[config.mk]
export PLATFORM = sky130hd
export DESIGN_NAME = l2_arbiter
export DESIGN_NICKNAME = d
export VERILOG_FILES = /design/src/rtl/l2_arbiter_pkg.sv /design/src/rtl/l2_arbiter.sv
export SDC_FILE = /design/constraint.sdc
export NUM_CORES = 1
export LEC_CHECK = 0
export ABC_AREA = 1
export CAP_MARGIN = 40
export CORE_AREA = 2 2 544 546
export CTS_CLUSTER_DIAMETER = 150
export DETAILED_ROUTE_END_ITERATION = 10
export DIE_AREA = 0 0 546 548
export GPL_TIMING_DRIVEN = 1
export PLACE_DENSITY = 0.3
export SLEW_MARGIN = 5
export SYNTH_ARGS = -nofsm -noshare
export SYNTH_HDL_FRONTEND = slang
export SYNTH_SLANG_ARGS = --single-unit
[constraint.sdc]
create_clock -name clk -period 1.55 [get_ports clk]
set_input_delay 0.31 -clock clk [delete_from_list [all_inputs] [get_ports clk]]
set_output_delay 0.31 -clock clk [all_outputs]
set_load 0.1 [all_outputs]
[src/rtl/l2_arbiter_pkg.sv]
//------------------------------------------------------------------------------
// l2_arbiter_pkg : shared types and defaults for the L1/L2 arbitration block
// Revision: 1.0
//------------------------------------------------------------------------------
`default_nettype none

package l2_arbiter_pkg;

  localparam int DEF_ADDR_W = 32;
  localparam int DEF_LINE_W = 256;

  typedef enum logic [1:0] {
    IDLE    = 2'd0,
    SERVE_I = 2'd1,
    SERVE_D = 2'd2
  } arb_state_t;

  typedef enum logic {
    SIDE_I = 1'b0,
    SIDE_D = 1'b1
  } req_side_t;

  // Round-robin tie-break: the side that was not served last wins.
  function automatic req_side_t rr_pick(input req_side_t last);
    return (last == SIDE_I) ? SIDE_D : SIDE_I;
  endfunction

endpackage

`default_nettype wire

[src/rtl/l2_arbiter.sv]
//------------------------------------------------------------------------------
// l2_arbiter : round-robin arbiter sharing one L2 port between L1 I and D misses
// Revision: 1.0
//------------------------------------------------------------------------------
`default_nettype none

module l2_arbiter
  import l2_arbiter_pkg::*;
#(
  parameter int ADDR_W = DEF_ADDR_W,
  parameter int LINE_W = DEF_LINE_W
) (
  input  logic              clk,
  input  logic              rst,
  input  logic              i_read,
  input  logic [ADDR_W-1:0] i_addr,
  output logic              i_resp,
  output logic [LINE_W-1:0] i_rdata,
  input  logic              d_read,
  input  logic              d_write,
  input  logic [ADDR_W-1:0] d_addr,
  input  logic [LINE_W-1:0] d_wdata,
  output logic              d_resp,
  output logic [LINE_W-1:0] d_rdata,
  output logic              l2_read,
  output logic              l2_write,
  output logic [ADDR_W-1:0] l2_addr,
  output logic [LINE_W-1:0] l2_wdata,
  input  logic [LINE_W-1:0] l2_rdata,
  input  logic              l2_resp,
  output logic              busy
);

  arb_state_t state, state_n;
  req_side_t  last_grant, last_grant_n;
  logic       i_req, d_req;

  assign i_req = i_read;
  // Both D strobes high is illegal and counts as no request.
  assign d_req = d_read ^ d_write;

  always_comb begin
    state_n      = state;
    last_grant_n = last_grant;
    case (state)
      IDLE: begin
        if (i_req && d_req) begin
          last_grant_n = rr_pick(last_grant);
          state_n      = (rr_pick(last_grant) == SIDE_I) ? SERVE_I : SERVE_D;
        end else if (i_req) begin
          last_grant_n = SIDE_I;
          state_n      = SERVE_I;
        end else if (d_req) begin
          last_grant_n = SIDE_D;
          state_n      = SERVE_D;
        end
      end
      SERVE_I, SERVE_D: begin
        if (l2_resp) begin
          state_n = IDLE;
        end
      end
      default: state_n = IDLE;
    endcase
  end

  always_ff @(posedge clk) begin
    if (rst) begin
      state      <= IDLE;
      last_grant <= SIDE_I;
    end else begin
      state      <= state_n;
      last_grant <= last_grant_n;
    end
  end

  // L2 request lines are a pure mux of the granted side; IDLE forces them low,
  // which gives the L2 controller its mandatory bubble between transactions.
  always_comb begin
    l2_read  = 1'b0;
    l2_write = 1'b0;
    l2_addr  = '0;
    l2_wdata = '0;
    i_resp   = 1'b0;
    d_resp   = 1'b0;
    case (state)
      SERVE_I: begin
        l2_read = i_read;
        l2_addr = i_addr;
        i_resp  = l2_resp;
      end
      SERVE_D: begin
        l2_read  = d_read;
        l2_write = d_write;
        l2_addr  = d_addr;
        l2_wdata = d_wdata;
        d_resp   = l2_resp;
      end
      default: ;
    endcase
  end

  assign i_rdata = l2_rdata;
  assign d_rdata = l2_rdata;
  assign busy    = (state != IDLE);

`ifndef SYNTHESIS
  always @(posedge clk) begin
    if (!rst) begin
      assert (!(d_read && d_write))
        else $warning("l2_arbiter: d_read and d_write both high");
      assert (!(state == IDLE && l2_resp))
        else $warning("l2_arbiter: l2_resp seen while idle");
      assert (!(state == SERVE_I && !i_read) && !(state == SERVE_D && !d_req))
        else $warning("l2_arbiter: granted requester dropped its request");
    end
  end
`endif

endmodule

`default_nettype wire

* Word-level counts from Yosys, hierarchy flattened
Cells that the tools add are included.
** Cells by class
- Bitwise logic cells :: 1
- Equal/unequal tests :: 4
- Reductions and logical operators :: 7
- Muxes and demuxes :: 16
** Operators with widths (number)
- $mux 256 :: 1
- $pmux 32 s2 :: 1
- $mux 2 :: 5
- $mux 1 :: 7
- $ne 4x4->1 const B :: 1
- $pmux 2 s2 :: 1
- $reduce_and 2->1 :: 2
- $reduce_bool 3->1 :: 1
- $eq 2x1->1 const B :: 1
- $eq 2x2->1 const B :: 1
- $logic_not 2->1 :: 1
- $ne 2x2->1 const B :: 1
- $pmux 1 s2 :: 1
- $reduce_bool 2->1 :: 1
- $reduce_or 2->1 :: 1
- $logic_and 1x1->1 :: 1
- $xor 1x1->1 :: 1
** Word-level totals
- Register bits :: 3
- Output and inout bits :: 805
- Input bits :: 582

* Longest topological paths before layout
Gate-level depths: netlist (run 1).
- Depth in word-level cells :: 5
- Gate-level depth with buffers :: 7
- Mapped depth without buffers :: 7

* Worst setup path before layout (run 1)
OpenSTA, ideal clock, no wires.
- Path kind :: reg2out
- Start point :: register state[0]
- End point :: output l2_addr[0]
- Stages on the path, launching flop included :: 6
- Slack :: -1.143 ns
- Data arrival time :: 2.383 ns
- Buffers on the path :: 1
- Cell sequence :: dfxtp_1 > inv_1 > ha_1 > inv_2 > clkbuf_1 > a21oi_1
** Between the ends
- Word-level cells in the longest chain between the ends :: 2
** Ends and longest elaborated chain
- start, declared :: RTL line l2_arbiter.sv:34 : arb_state_t state, state_n;
- start signal, assigned :: RTL line l2_arbiter.sv:72 : state <= state_n;
- $eq 2x2->1 or $eq 2x1->1 (tied branches) :: RTL line l2_arbiter.sv:86 : case (state)
- $pmux 32 s2 (*) :: RTL line l2_arbiter.sv:86
- end, declared :: RTL line l2_arbiter.sv:27 : output logic [ADDR_W-1:0] l2_addr,
Every way passes the cells marked *; elsewhere a longest branch is shown, timed or not.

* Worst setup path in the final report (run 1)
- Start point :: register state[0]
- End point :: output l2_wdata[48]
** Between the ends
- Word-level cells in the longest chain between the ends :: 2
** Ends and longest elaborated chain
- $eq 2x2->1 :: RTL line l2_arbiter.sv:86
- $mux 256 :: RTL line l2_arbiter.sv:86
- end, declared :: RTL line l2_arbiter.sv:28 : output logic [LINE_W-1:0] l2_wdata,
No other way between the ends.

==> results of run 1 <==
==> metrics by stage <==
| step | util, % | worst slack [ps] | setup TNS (ps) |
|---|---|---|---|
| global placement | 6.46 | -765 | -50850 |
| global route | 7.07 | -568 | -139500 |
| CTS | 6.85 | -533 | -133520 |
| detailed placement | 6.46 | -513 | -54360 |
| floorplan | - | -267 | -37290 |
| finish | 7.09 | -527 | -124090 |
==> cell usage after synthesis (all sizes together) <==
cell type / n
nand3: 2
or2: 1
nand4: 2
a21oi: 36
ha: 3
clkbuf: 3
buf: 548
inv: 268
dfxtp: 3
nand2: 336
==> final timing paths <==
path                                              start  cells after the start                       to  slack (ps)
worst max register to register    state[0]$_SDFFE_PP0P_                      9    state[1]$_SDFFE_PP0P_         -30
worst max-delay path              state[0]$_SDFFE_PP0P_                      9             l2_wdata[48]        -530
worst min-delay path            last_grant$_SDFFE_PP0P_                      2  last_grant$_SDFFE_PP0P_         470
worst min register to register  last_grant$_SDFFE_PP0P_                      2  last_grant$_SDFFE_PP0P_         470
==> tightest hold or removal path, stage by stage, from the launching register on <==
cell	delay, ps
dfxtp_1	300
nand2_1	60
a21oi_1	60
==> routing by layer <==
layer | wire [microns] | share of wire (%) | global-route usage (%) | up-vias
li1 | - | - | - | 3166
met1 | 50400 | 28 | 9.52 | 3326
met2 | 73100 | 40 | 16.8 | 1400
met3 | 51700 | 28 | 14.8 | 347
met4 | 6180 | 3.4 | 2.96 | 10
met5 | 313 | 0.17 | 0.665 | -
==> what timing repair did <==
action,in CTS,in global routing
setup buffers,15,5
pin swaps,6,33
gates cloned,12,9
resized for setup,156,112
setup endpoints to repair,294,295
==> registers in the layout, indices dropped and copies added, names as in the netlist <==
| signal | count |
|---|---|
| state | 2 |
| last_grant | 1 |
==> kinds of logic after synthesis <==
| family | share of synthesized area (%) |
|---|---|
| adder cells (fa/ha/maj) | 0.567 |
| flip-flops | 0.907 |
| AND/OR/NAND/NOR | 19.5 |
| AO/OA/AOI/OAI | 2.72 |
| buffers and inverters | 76.3 |
==> layout make-up <==
type	instances	share of cell area (%)
sequential	3	0.325
inverter	268	9.59
clock buffer	4	0.380
antenna	19	0.229
multi-input combinational	380	14.7
tap	3919	23.6
timing repair buffer	696	51.2
==> where the power goes <==
part / leakage (uW) / internal (uW) / switching [uW]
clock: 0.0000383 / 339 / 66.9
sequential: 0.0000261 / 90.5 / 13.1
combinational: 0.00564 / 4810 / 8640
==> impl_results.md, run 1 <==
* Worst path cell trace: inv_4 > ha_4 > buf_6 > buf_8 > buf_12 > buf_4 > nand2_4 > clkinvlp_4 > buf_12
* Setup-failing EPs final at 294
* Critical path capture point type: output pin
* Register area at ~68 sq um
* Ports at 1,387
* Placed Cells at 5,227
* Initial antenna violation count at about 110
* Cell Pwr Density at 672 nW/um^2
* H-tree depth at 1
* CP most frequent cell: buf_12
* CORE AREA at between 200,000 and 300,000 sq um
* First DRT Iteration DRCs at about 320
* Total grt overflow at 0
* Vias/cell at approximately 1.6
* Routed wire length at 182,000 microns
* Syn nets at 1,787
* Final Critical Period at 2080 ps
* Std cell rows at around 200
* Maxcap violations at 0
* Antenna viol nets, final at 0
* CP delay by family, top: buffers and inverters
* DP HPWL at ~170,000 microns
* Insertion delay to the later sink of the worst-skew pair at 230 ps
* Die Span X at 546 microns
* Setup CP Type: reg -> out
* Worst endpoint required time at between 1000 and 1500 ps
* Port Buffer Count at 618
* Largest net degree at the start of global routing at 26
* Max-slew violations at 0
* Synth area leader: buf_4
* FILL cells at 34.2k
* Syn avg cell area at ~5.5 sq um
* Starting Density at approximately 2.3%
* Gr usage total at 11.6%
* TritonCTS Buffers at 3
* Layout cells sized above 1 at 69.1%
* Slew of the pin with the lowest slew margin at 619 ps
* Largest stage delay on the critical path at approximately 350 ps
* Most frequent cells in the layout: 324 x clkdlybuf4s50_1, 313 x buf_12, 259 x clkinvlp_4, 168 x nand2_2, 84 x nand2_4
* Pleak at between 0.005 and 0.006 uW
* Worst setup margin at -527 ps
* Placed cell areas at between 15,000 and 20,000 sq um
* Top-area cell type share of the netlist area at slightly below 60%
* Top post-synthesis cells by area: buf_4 59%, nand2_1 19%, inv_1 15%
* Fin crit share at 134%
* Yosys warning total at 0
* Final hold violations at 0
* Clock Skew at around 0.12 ps
* Area occupied by multi-input gates at between 3000 and 4000 sq um
* Slew HR at between 50% and 60%
* Slowest CP cell: dfxtp_4
* Vias in the first global route at between 8k and 9k
* Clock Sinks at 3
* WHS at ~470 ps
* RSZ-0062 raised after global routing: true
* Commonest non-fill, non-tap cell in the layout: clkdlybuf4s50_1
* Layout Cells excl Fill at 5,289
* Worst-path clk slew at around 30 ps
* CTS tree: built
* Finished Cell Area at about 21,000 sq um
* Worst Path Buf+Inv at 7
* Sequential element share of the synthesized area at less than 1%
* First-pass iteration count of the detailed router at 4
* Hold/Removal Path Class: reg -> reg
* Failing checks: setup timing
* Die Ht at 548 microns
* Seq cells post-synth at 3
* Vias at around 8.2k
* Pwr Total at ~14,000 uW
* Status: finished with violations
* Drt drc at 0
* Max clock buf depth at 2
* Worst IR Drop VDD at 0.444 mV
* Die area at 299,000 sq um
* First-pass GRT wire length at ~200,000 microns
* Worst setup SP type: flop
* Final GP Congestion at 0.795
* Number of nets in the layout at about 1.9k
* Root Buffer: clkbuf_16
* Mapped cell area at around 6600 sq um
* Post-Syn Instances at 1,202
* Post-synth cell types at 12
* Hold-fix buffers, CTS at 0
* CP arrival at between 1500 and 2000 ps
* CP max FO at 4
* Routed WL per cell at about 34 microns
* Area delta synth->final at 214%
* Max Fclk at 481 MHz
(Power assumes the default switching activity.)
==> run 2: changes to the inputs <==
--- a/config.mk
+++ b/config.mk
@@ -9,6 +9,7 @@
 export CAP_MARGIN = 40
 export CORE_AREA = 2 2 544 546
 export CTS_CLUSTER_DIAMETER = 150
+export CTS_CLUSTER_SIZE = 12
 export DETAILED_ROUTE_END_ITERATION = 10
 export DIE_AREA = 0 0 546 548
 export GPL_TIMING_DRIVEN = 1
==> results of run 2 <==
Same layout as run 1: the final DEF is identical, and so are final timing and power.
==> run 3: changes to the inputs <==
--- a/config.mk
+++ b/config.mk
@@ -13,6 +13,7 @@
 export DETAILED_ROUTE_END_ITERATION = 10
 export DIE_AREA = 0 0 546 548
 export GPL_TIMING_DRIVEN = 1
+export MAX_ROUTING_LAYER = met4
 export PLACE_DENSITY = 0.3
 export SLEW_MARGIN = 5
 export SYNTH_ARGS = -nofsm -noshare
==> impl_results.md, run 3 (same netlist as run 1, synthesis figures left out) <==
* Status: finished with violations
* Failing checks: setup timing
* Area delta synth->final at 214%
* Initial antenna violation count at between 100 and 150
* Vias at a little over 8k
* Final GP Congestion at 0.806
* Sw Pwr at ~8700 uW
* Largest net degree at the start of global routing at 26
* Commonest non-fill, non-tap cell in the layout: clkdlybuf4s50_1
* Std cell rows at 199
* Die area at about 300,000 sq um
* Routed wire length at between 150,000 and 200,000 microns
* Largest Register: state
* Internal at approximately 5200 uW
* Setup CP Type: reg -> out
* Final Critical Period at 2080 ps
* Top Layer Used: met4
* Total grt overflow at 0
* Worst-path clk slew at approximately 30 ps
* Layout cells sized above 1 at between 60% and 70%
* Starting Density at 2.26%
* Max clock buf depth at 2
* Max-slew violations at 0
* Worst setup margin at -530 ps
* Antenna viol nets, final at 0
* Critical path capture point type: output pin
* Hold-fix buffers, CTS at 0
* Insertion delay to the later sink of the worst-skew pair at between 200 and 250 ps
* Slew HR at between 60 and 70%
* Gr usage total at 11.9%
* Clock Sinks at 3
* Cell Pwr Density at a little under 700 nW/um^2
* Slew of the pin with the lowest slew margin at approximately 590 ps
* Maxcap violations at 0
* TritonCTS Buffers at 3
* Met3 routed WL at around 50,000 microns
* Clk pwr share at 2.9%
* Port Buffer Count at about 600
* Die Ht at about 550 microns
* CTS tree: built
* Placed cell areas at 18,900 sq um
* Metal1 wirelength at ~52,000 microns
* H-tree depth at 1
* Worst IR Drop VDD at 0.447 mV
* Fin crit share at 134%
* Routed WL per cell at ~34 microns
* CORE AREA at roughly 290,000 sq um
* Hold/Removal Path Class: reg -> reg
* Pleak at approximately 0.0057 uW
* Most frequent cells in the layout: 324 x clkdlybuf4s50_1, 313 x buf_12, 259 x clkinvlp_4, 169 x nand2_2, 83 x nand2_4
* Met2 wire len at between 70,000 and 80,000 microns
* DP HPWL at roughly 170,000 microns
* Largest register FFs at 2
* Vias/cell at 1.57
* Largest registers: state (2), last_grant (1)
* Clock Skew at 0.470 ps
* Combinational power share at between 90% and 100%
* Worst setup SP type: flop
* CP arrival at roughly 1800 ps
* Ports at approximately 1.4k
* Die Span X at around 550 microns
* First-pass GRT wire length at between 200,000 and 250,000 microns
* Final hold violations at 0
* Vias in the first global route at roughly 8.3k
* Drt drc at 0
* RSZ-0062 raised after global routing: true
* Max Fclk at between 400 and 500 MHz
* Layout Cells excl Fill at 5,286
* Sequential Power Share at less than 1%
* Setup-failing EPs final at around 300
* First DRT Iteration DRCs at 283
* First-pass iteration count of the detailed router at 6
* Finished Cell Area at slightly above 20,000 sq um
* CP max FO at 4
* Worst endpoint required time at 1240 ps
* Number of nets in the layout at between 1.5k and 2k
* Placed Cells at ~5.2k
* Root Buffer: clkbuf_16
* Switching part of the total power at 62.5%
-- run 3: cell count changes in the layout (fill, tap and decap cells not counted) --
cell,delta
diode_2,-3
a21oi_1,-1
a21oi_2,+1
inv_1,-1
inv_2,+1
nand2_2,+1
nand2_4,-1
-- run 3: repair_timing --
action                                  4_1_cts  5_1_grt
pin swaps                                     6       33
gates cloned                                 12        9
endpoints found under the setup margin      294      295
gates resized for setup                     156      113
setup buffers                                15        5
-- run 3: worst paths after layout --
| path | startpoint | endpoint | slack (ps) | cells after the start |
|---|---|---|---|---|
| setup / recovery | state[0]$_SDFFE_PP0P_ | l2_wdata[48] | -530 | 9 |
| hold reg to reg | last_grant$_SDFFE_PP0P_ | last_grant$_SDFFE_PP0P_ | 470 | 2 |
| hold / removal | last_grant$_SDFFE_PP0P_ | last_grant$_SDFFE_PP0P_ | 470 | 2 |
| setup reg to reg | state[0]$_SDFFE_PP0P_ | state[1]$_SDFFE_PP0P_ | -10 | 9 |
-- run 3: through the flow --
step	setup TNS (ps)	hold WS (ps)	utilization [%]	worst slack (ps)	total power, uW
6_report	-125220	473	7.08	-530	14000
2_1_floorplan	-37290	372	-	-267	13000
4_1_cts	-133520	476	6.85	-533	13700
3_3_place_gp	-50850	459	6.46	-765	12300
3_5_place_dp	-54360	477	6.46	-513	12300
5_1_grt	-139500	493	7.07	-568	14500
-- run 3: power by group through the flow --
stage	logic [uW]	clock network [uW]	registers, uW
floorplan	12900	0	99.9
global placement	12200	0	101
detailed placement	12200	0	102
CTS	13200	414	105
global route	13900	425	104
finish	13400	408	104
-- run 3: per-layer routing --
layer	track usage (%)	vias to the layer above
met5	-	-
met4	2.70	0
met3	14.9	357
met2	17.0	1382
met1	9.52	3377
li1	-	3165
-- run 3: area by class of cell --
class	count	area (sq um)
tap	3919	4900
timing repair buffer	696	10600
inverter	268	1990
antenna	16	40.0
multi-input combinational	380	3050
clock buffer	4	78.8
sequential	3	67.6
fill	34200	272000
-- run 3: worst max-delay path, cell delays in order, from the launching register on --
cell,delay (ps)
dfxtp_4,350
inv_4,50
ha_4,180
buf_6,120
buf_8,130
buf_12,140
buf_4,140
nand2_4,60
clkinvlp_4,150
buf_12,200
==> variant 1 (settings of run 1) <==
Set the package constant `DEF_ADDR_W` to 16 (it was 32).
--- a/src/rtl/l2_arbiter_pkg.sv
+++ b/src/rtl/l2_arbiter_pkg.sv
@@ -7,5 +7,5 @@
 package l2_arbiter_pkg;
 
-  localparam int DEF_ADDR_W = 32;
+  localparam int DEF_ADDR_W = 16;
   localparam int DEF_LINE_W = 256;
 
Interface: changed (resized d_addr, i_addr and l2_addr); port bits go from 1387 to 1339. The function was not compared with the original's and may differ.
==> variant 1 against run 1 <==
The flow still finishes with violations (negative setup slack). Via count is 3.9% lower. Wire length down 1.7%. Area after synthesis down 2.3%. Critical endpoint is now l2_addr[2]. Critical path depth decreased by 2. Worst setup slack lost 220 ps. Sequential share of layout area is essentially flat. Power is 2.1% higher. Final cell count decreased by 0.91%. Largest power group unchanged. Design area rose by 4.3%. First-iteration DRC count fell by 1.9%. Sequential cell count stayed put.
==> variant 1: results (changes against run 1) <==
Synthesis
  • Post-Synthesis Cells: 1,149 (-4.4%)
  • Count of synthesis-stage warnings from yosys: 0 (unchanged)
  • Area fraction in compound gates after synthesis: 1.61% (-1.1 points)
  • Sequential share of the synthesized area: 0.929% (+0.021 points)
  • Synthesized net count: 1,702 (-4.8%)
  • Yosys cell types: 14 (+2)
  • Leading cell types by count after synthesis: sky130_fd_sc_hd__buf_4 (541), sky130_fd_sc_hd__nand2_1 (303), sky130_fd_sc_hd__inv_1 (267), sky130_fd_sc_hd__a21oi_1 (19), sky130_fd_sc_hd__buf_2 (4)
  • Top cells by area, synth: sky130_fd_sc_hd__buf_4 (63%), sky130_fd_sc_hd__nand2_1 (18%), sky130_fd_sc_hd__inv_1 (15%)

STA
  • Post-route clock skew: 0.351 ps (+0.228 ps)
  • Setup tns final: -167,220 ps (-43,130 ps)
  • Count of final setup violators: 278 (-5.4%)
  • Worst slew margin relative to its limit: 59.1% (+0.42 points)
  • Worst setup margin: -752 ps (-225 ps)

Finish
  • Number of inserted filler cells in the final layout: 34,123 (-0.37%)
  • Count of non-filler cells in the finished layout: 5,241 (-0.91%)
  • Layout net count: 1,851 (-4.4%)
  • Largest registers: state x2, last_grant x1
  • Share of layout cells above drive strength 1: 74.3% (+5.3 points)

GRT
  • Initial antenna violation count: 115 (+7.5%)
  • Maximum number of pins on one net before global-route repair: 13 (-50%)
  • Met3 Use GR: 15.1% (+0.33 points)
  • Wire length of the first global-routing pass: 201,000 microns (-0.79%)
  • Vias in the first global route: 8,312 (-0.95%)
  • GRT Overall Usage: 11.5% (-0.094 points)

Place
  • Sum of net half-perimeters after detailed placement: 169,000 microns (-2.2%)
  • Number of buffers inserted by port buffering: 570 (-7.8%)

Setup path
  • Slowest cell on the critical path: sky130_fd_sc_hd__a21oi_4
  • Depth of the worst register-to-register path: 10 (+1)
  • Worst-path fanout max: 12 (+8)

Pwr
  • Maximum VDD drop: 307 uV (-31%)
  • Cell leakage power: 6.90 nW (+21%)

Route
  • Number of design-rule violations left by the first detailed-router iteration: 309 (-1.9%)
  • Routed wl met3: 51,400 microns (-0.61%)
  • Total routed wire length on the met1 layer: 39,700 microns (-21%)
  • Met2 wirelength from detailed routing: 78,000 microns (+6.7%)
  • Vias per cell: 1.51 (-3.0%)
  • Final routed wirelength across all metal layers: 179,000 microns (-1.7%)

Status
  • Status: complete, but fails checks
  • Failing checks: negative setup slack

Hold path
  • Instance count along the most critical hold path: 2 (unchanged)

Clocking
  • Number of cells upsized or downsized after cts: 557 (+260%)
  • Number of levels in the clock H-tree: 1 (unchanged)
variant 1: cell types whose count changed in the layout (fill, tap and decap cells not counted), moves of 11 or more:
cell	change
sky130_fd_sc_hd__a21oi_4	-16
sky130_fd_sc_hd__buf_16	+11
sky130_fd_sc_hd__buf_8	+13
sky130_fd_sc_hd__clkdlybuf4s50_1	-32
sky130_fd_sc_hd__nand2_1	-51
sky130_fd_sc_hd__nand2_2	-160
sky130_fd_sc_hd__nand2_4	+153
sky130_fd_sc_hd__nand2_8	+26
variant 1: power breakdown:
| part | switching (W) | total, W | internal [W] |
|---|---|---|---|
| registers | 0.0000101 | 0.000100 | 0.0000901 |
| logic | 0.00863 | 0.0137 | 0.00511 |
| clock network | 0.0000691 | 0.000408 | 0.000339 |
| total | 0.00871 | 0.0142 | 0.00554 |
variant 1: area by class of cell:
| class | count | share of cell area [%] |
|---|---|---|
| clock buffers | 4 | 0.364 |
| inverters | 268 | 9.18 |
| well taps | 3919 | 22.6 |
| flip-flops and latches | 3 | 0.300 |
| repair buffers | 690 | 49.4 |
| multi-input cells | 332 | 17.8 |
| diodes | 25 | 0.289 |
variant 1: final timing paths:
| path | slack [ps] | endpoint | start |
|---|---|---|---|
| max reg2reg | -210 | state[1] | state[0] |
| min | 470 | last_grant | last_grant |
| max | -750 | l2_addr[2] | state[1] |
| min reg2reg | 470 | last_grant | last_grant |
variant 1: through the flow:
step                      utilization [%]  cell area, sq um  worst slack [ps]  total power (W)
after floorplan                         -              8110              -276           0.0125
after global placement               6.18             18100              -817           0.0116
after detailed placement             6.18             18100              -767           0.0115
after CTS                            7.32             21500              -805           0.0144
after global routing                 7.38             21600              -788           0.0147
final                                7.39             21700              -752           0.0142
==> variant 2 (settings of run 1) <==
Made on the original files. Register the output `i_resp`; this adds one clock of latency there. The other outputs are not delayed to match.
--- a/src/rtl/l2_arbiter.sv
+++ b/src/rtl/l2_arbiter.sv
@@ -31,4 +31,6 @@
   output logic              busy
 );
+
+  logic i_resp_d;
 
   arb_state_t state, state_n;
@@ -82,5 +84,5 @@
     l2_addr  = '0;
     l2_wdata = '0;
-    i_resp   = 1'b0;
+    i_resp_d = 1'b0;
     d_resp   = 1'b0;
     case (state)
@@ -88,5 +90,5 @@
         l2_read = i_read;
         l2_addr = i_addr;
-        i_resp  = l2_resp;
+        i_resp_d = l2_resp;
       end
       SERVE_D: begin
@@ -118,4 +120,8 @@
 `endif
 
+  always_ff @(posedge clk) begin
+    i_resp <= i_resp_d;
+  end
+
 endmodule
 
Check against the original RTL: not equivalent (Yosys sat finds a counterexample within 4 cycles, from zero or initial values and one cycle with rst high).
==> variant 2 against run 1 <==
The flow still finishes with violations (negative setup slack). Register-to-register slack worse by 40 ps. Non-clock buffer count fell by 29. Wire length grew 3.0%. Design area is 4.9% lower. Combinational power shrank 6%. Sequential share of layout area up 0.093 points. Sequential cell count grew 1. Area after synthesis rose by 0.30%. Power decreased by 5.7%. Clock skew up 2.0 ps. Worst setup slack gained 51 ps. Count of clock-buffer cells in the layout fell by 1. Critical endpoint is now l2_addr[14]. Largest cell class unchanged.
==> variant 2: results (changes against run 1) <==
Pwr
  • Total power divided by cell area: 666 nW/um^2 (-0.82%)

Place
  • Worst slack at placement: -597 ps (-84.0 ps)
  • Sum of net half-perimeters after detailed placement: 183,000 microns (+5.9%)
  • Gp weighted congestion: 0.801 (+0.67%)
  • Number of placed cells counting well taps: 5,232 (+0.096%)

Setup path
  • Arrival time at the worst endpoint: 1720 ps (-50 ps)
  • Longest individual stage delay on the worst path: 320 ps (-30 ps)
  • Internal reg-to-reg setup slack: -70 ps (-40 ps)
  • Beginning of the critical path: state[1]
  • Worst-path fanout max: 7 (+3)
  • End point of the critical path: l2_addr[14]

Route
  • Met2 wirelength from detailed routing: 76,300 microns (+4.4%)
  • Routed wl met3: 55,900 microns (+8.2%)

Synthesis
  • Sequential share of the synthesized area: 1.21% (+0.30 points)
  • Synthesized net count: 1,788 (+0.056%)
  • Top cells by area, synth: sky130_fd_sc_hd__buf_4 (58%), sky130_fd_sc_hd__nand2_1 (19%), sky130_fd_sc_hd__inv_1 (15%)
  • Post-Synthesis Cells: 1,203 (+0.083%)

Finish
  • Largest registers: state x2, i_resp x1, last_grant x1
  • Number of inserted filler cells in the final layout: 34,372 (+0.36%)

STA
  • Hold WS: 474 ps (+3.17 ps)
  • Count of final setup violators: 293 (-0.34%)
  • Worst setup margin: -476 ps (+51.3 ps)
  • Worst slew pin tran: 630 ps (+11.7 ps)
  • Post-route clock skew: 2.12 ps (+2.00 ps)

Status
  • Failing checks: negative setup slack
  • Status: complete, but fails checks

GRT
  • Wire length of the first global-routing pass: 209,000 microns (+3.2%)
  • Grt met2 use: 17.8% (+1.0 points)
  • Initial antenna violation count: 149 (+39%)
-- variant 2: cell count changes after synthesis --
cell and change:
sky130_fd_sc_hd__dfxtp_1 +1
-- variant 2: repair_timing --
item                                    in CTS  in global routing
endpoints found under the setup margin     293                293
pin swaps                                    3                 15
buffers inserted                             1                  3
resized for setup                          134                 22
gates cloned                                 0                  2
-- variant 2: logic make-up (layout without fill, tap and decap cells) --
family,after synthesis,in the layout,share of synthesized area (%)
buffers and inverters,819,938,76.1
AND/OR/NAND/NOR,341,341,19.4
AO/OA/AOI/OAI,36,36,2.71
flip-flops,4,4,1.21
adder cells (fa/ha/maj),3,3,0.565
other,0,25,0
-- variant 2: cell type report --
type | instances | share of cell area [%]
clock buffers | 3 | 0.380
repair buffers | 667 | 50.1
well taps | 3919 | 24.8
diodes | 25 | 0.317
multi-input cells | 380 | 13.9
flip-flops and latches | 4 | 0.418
inverters | 268 | 10.0
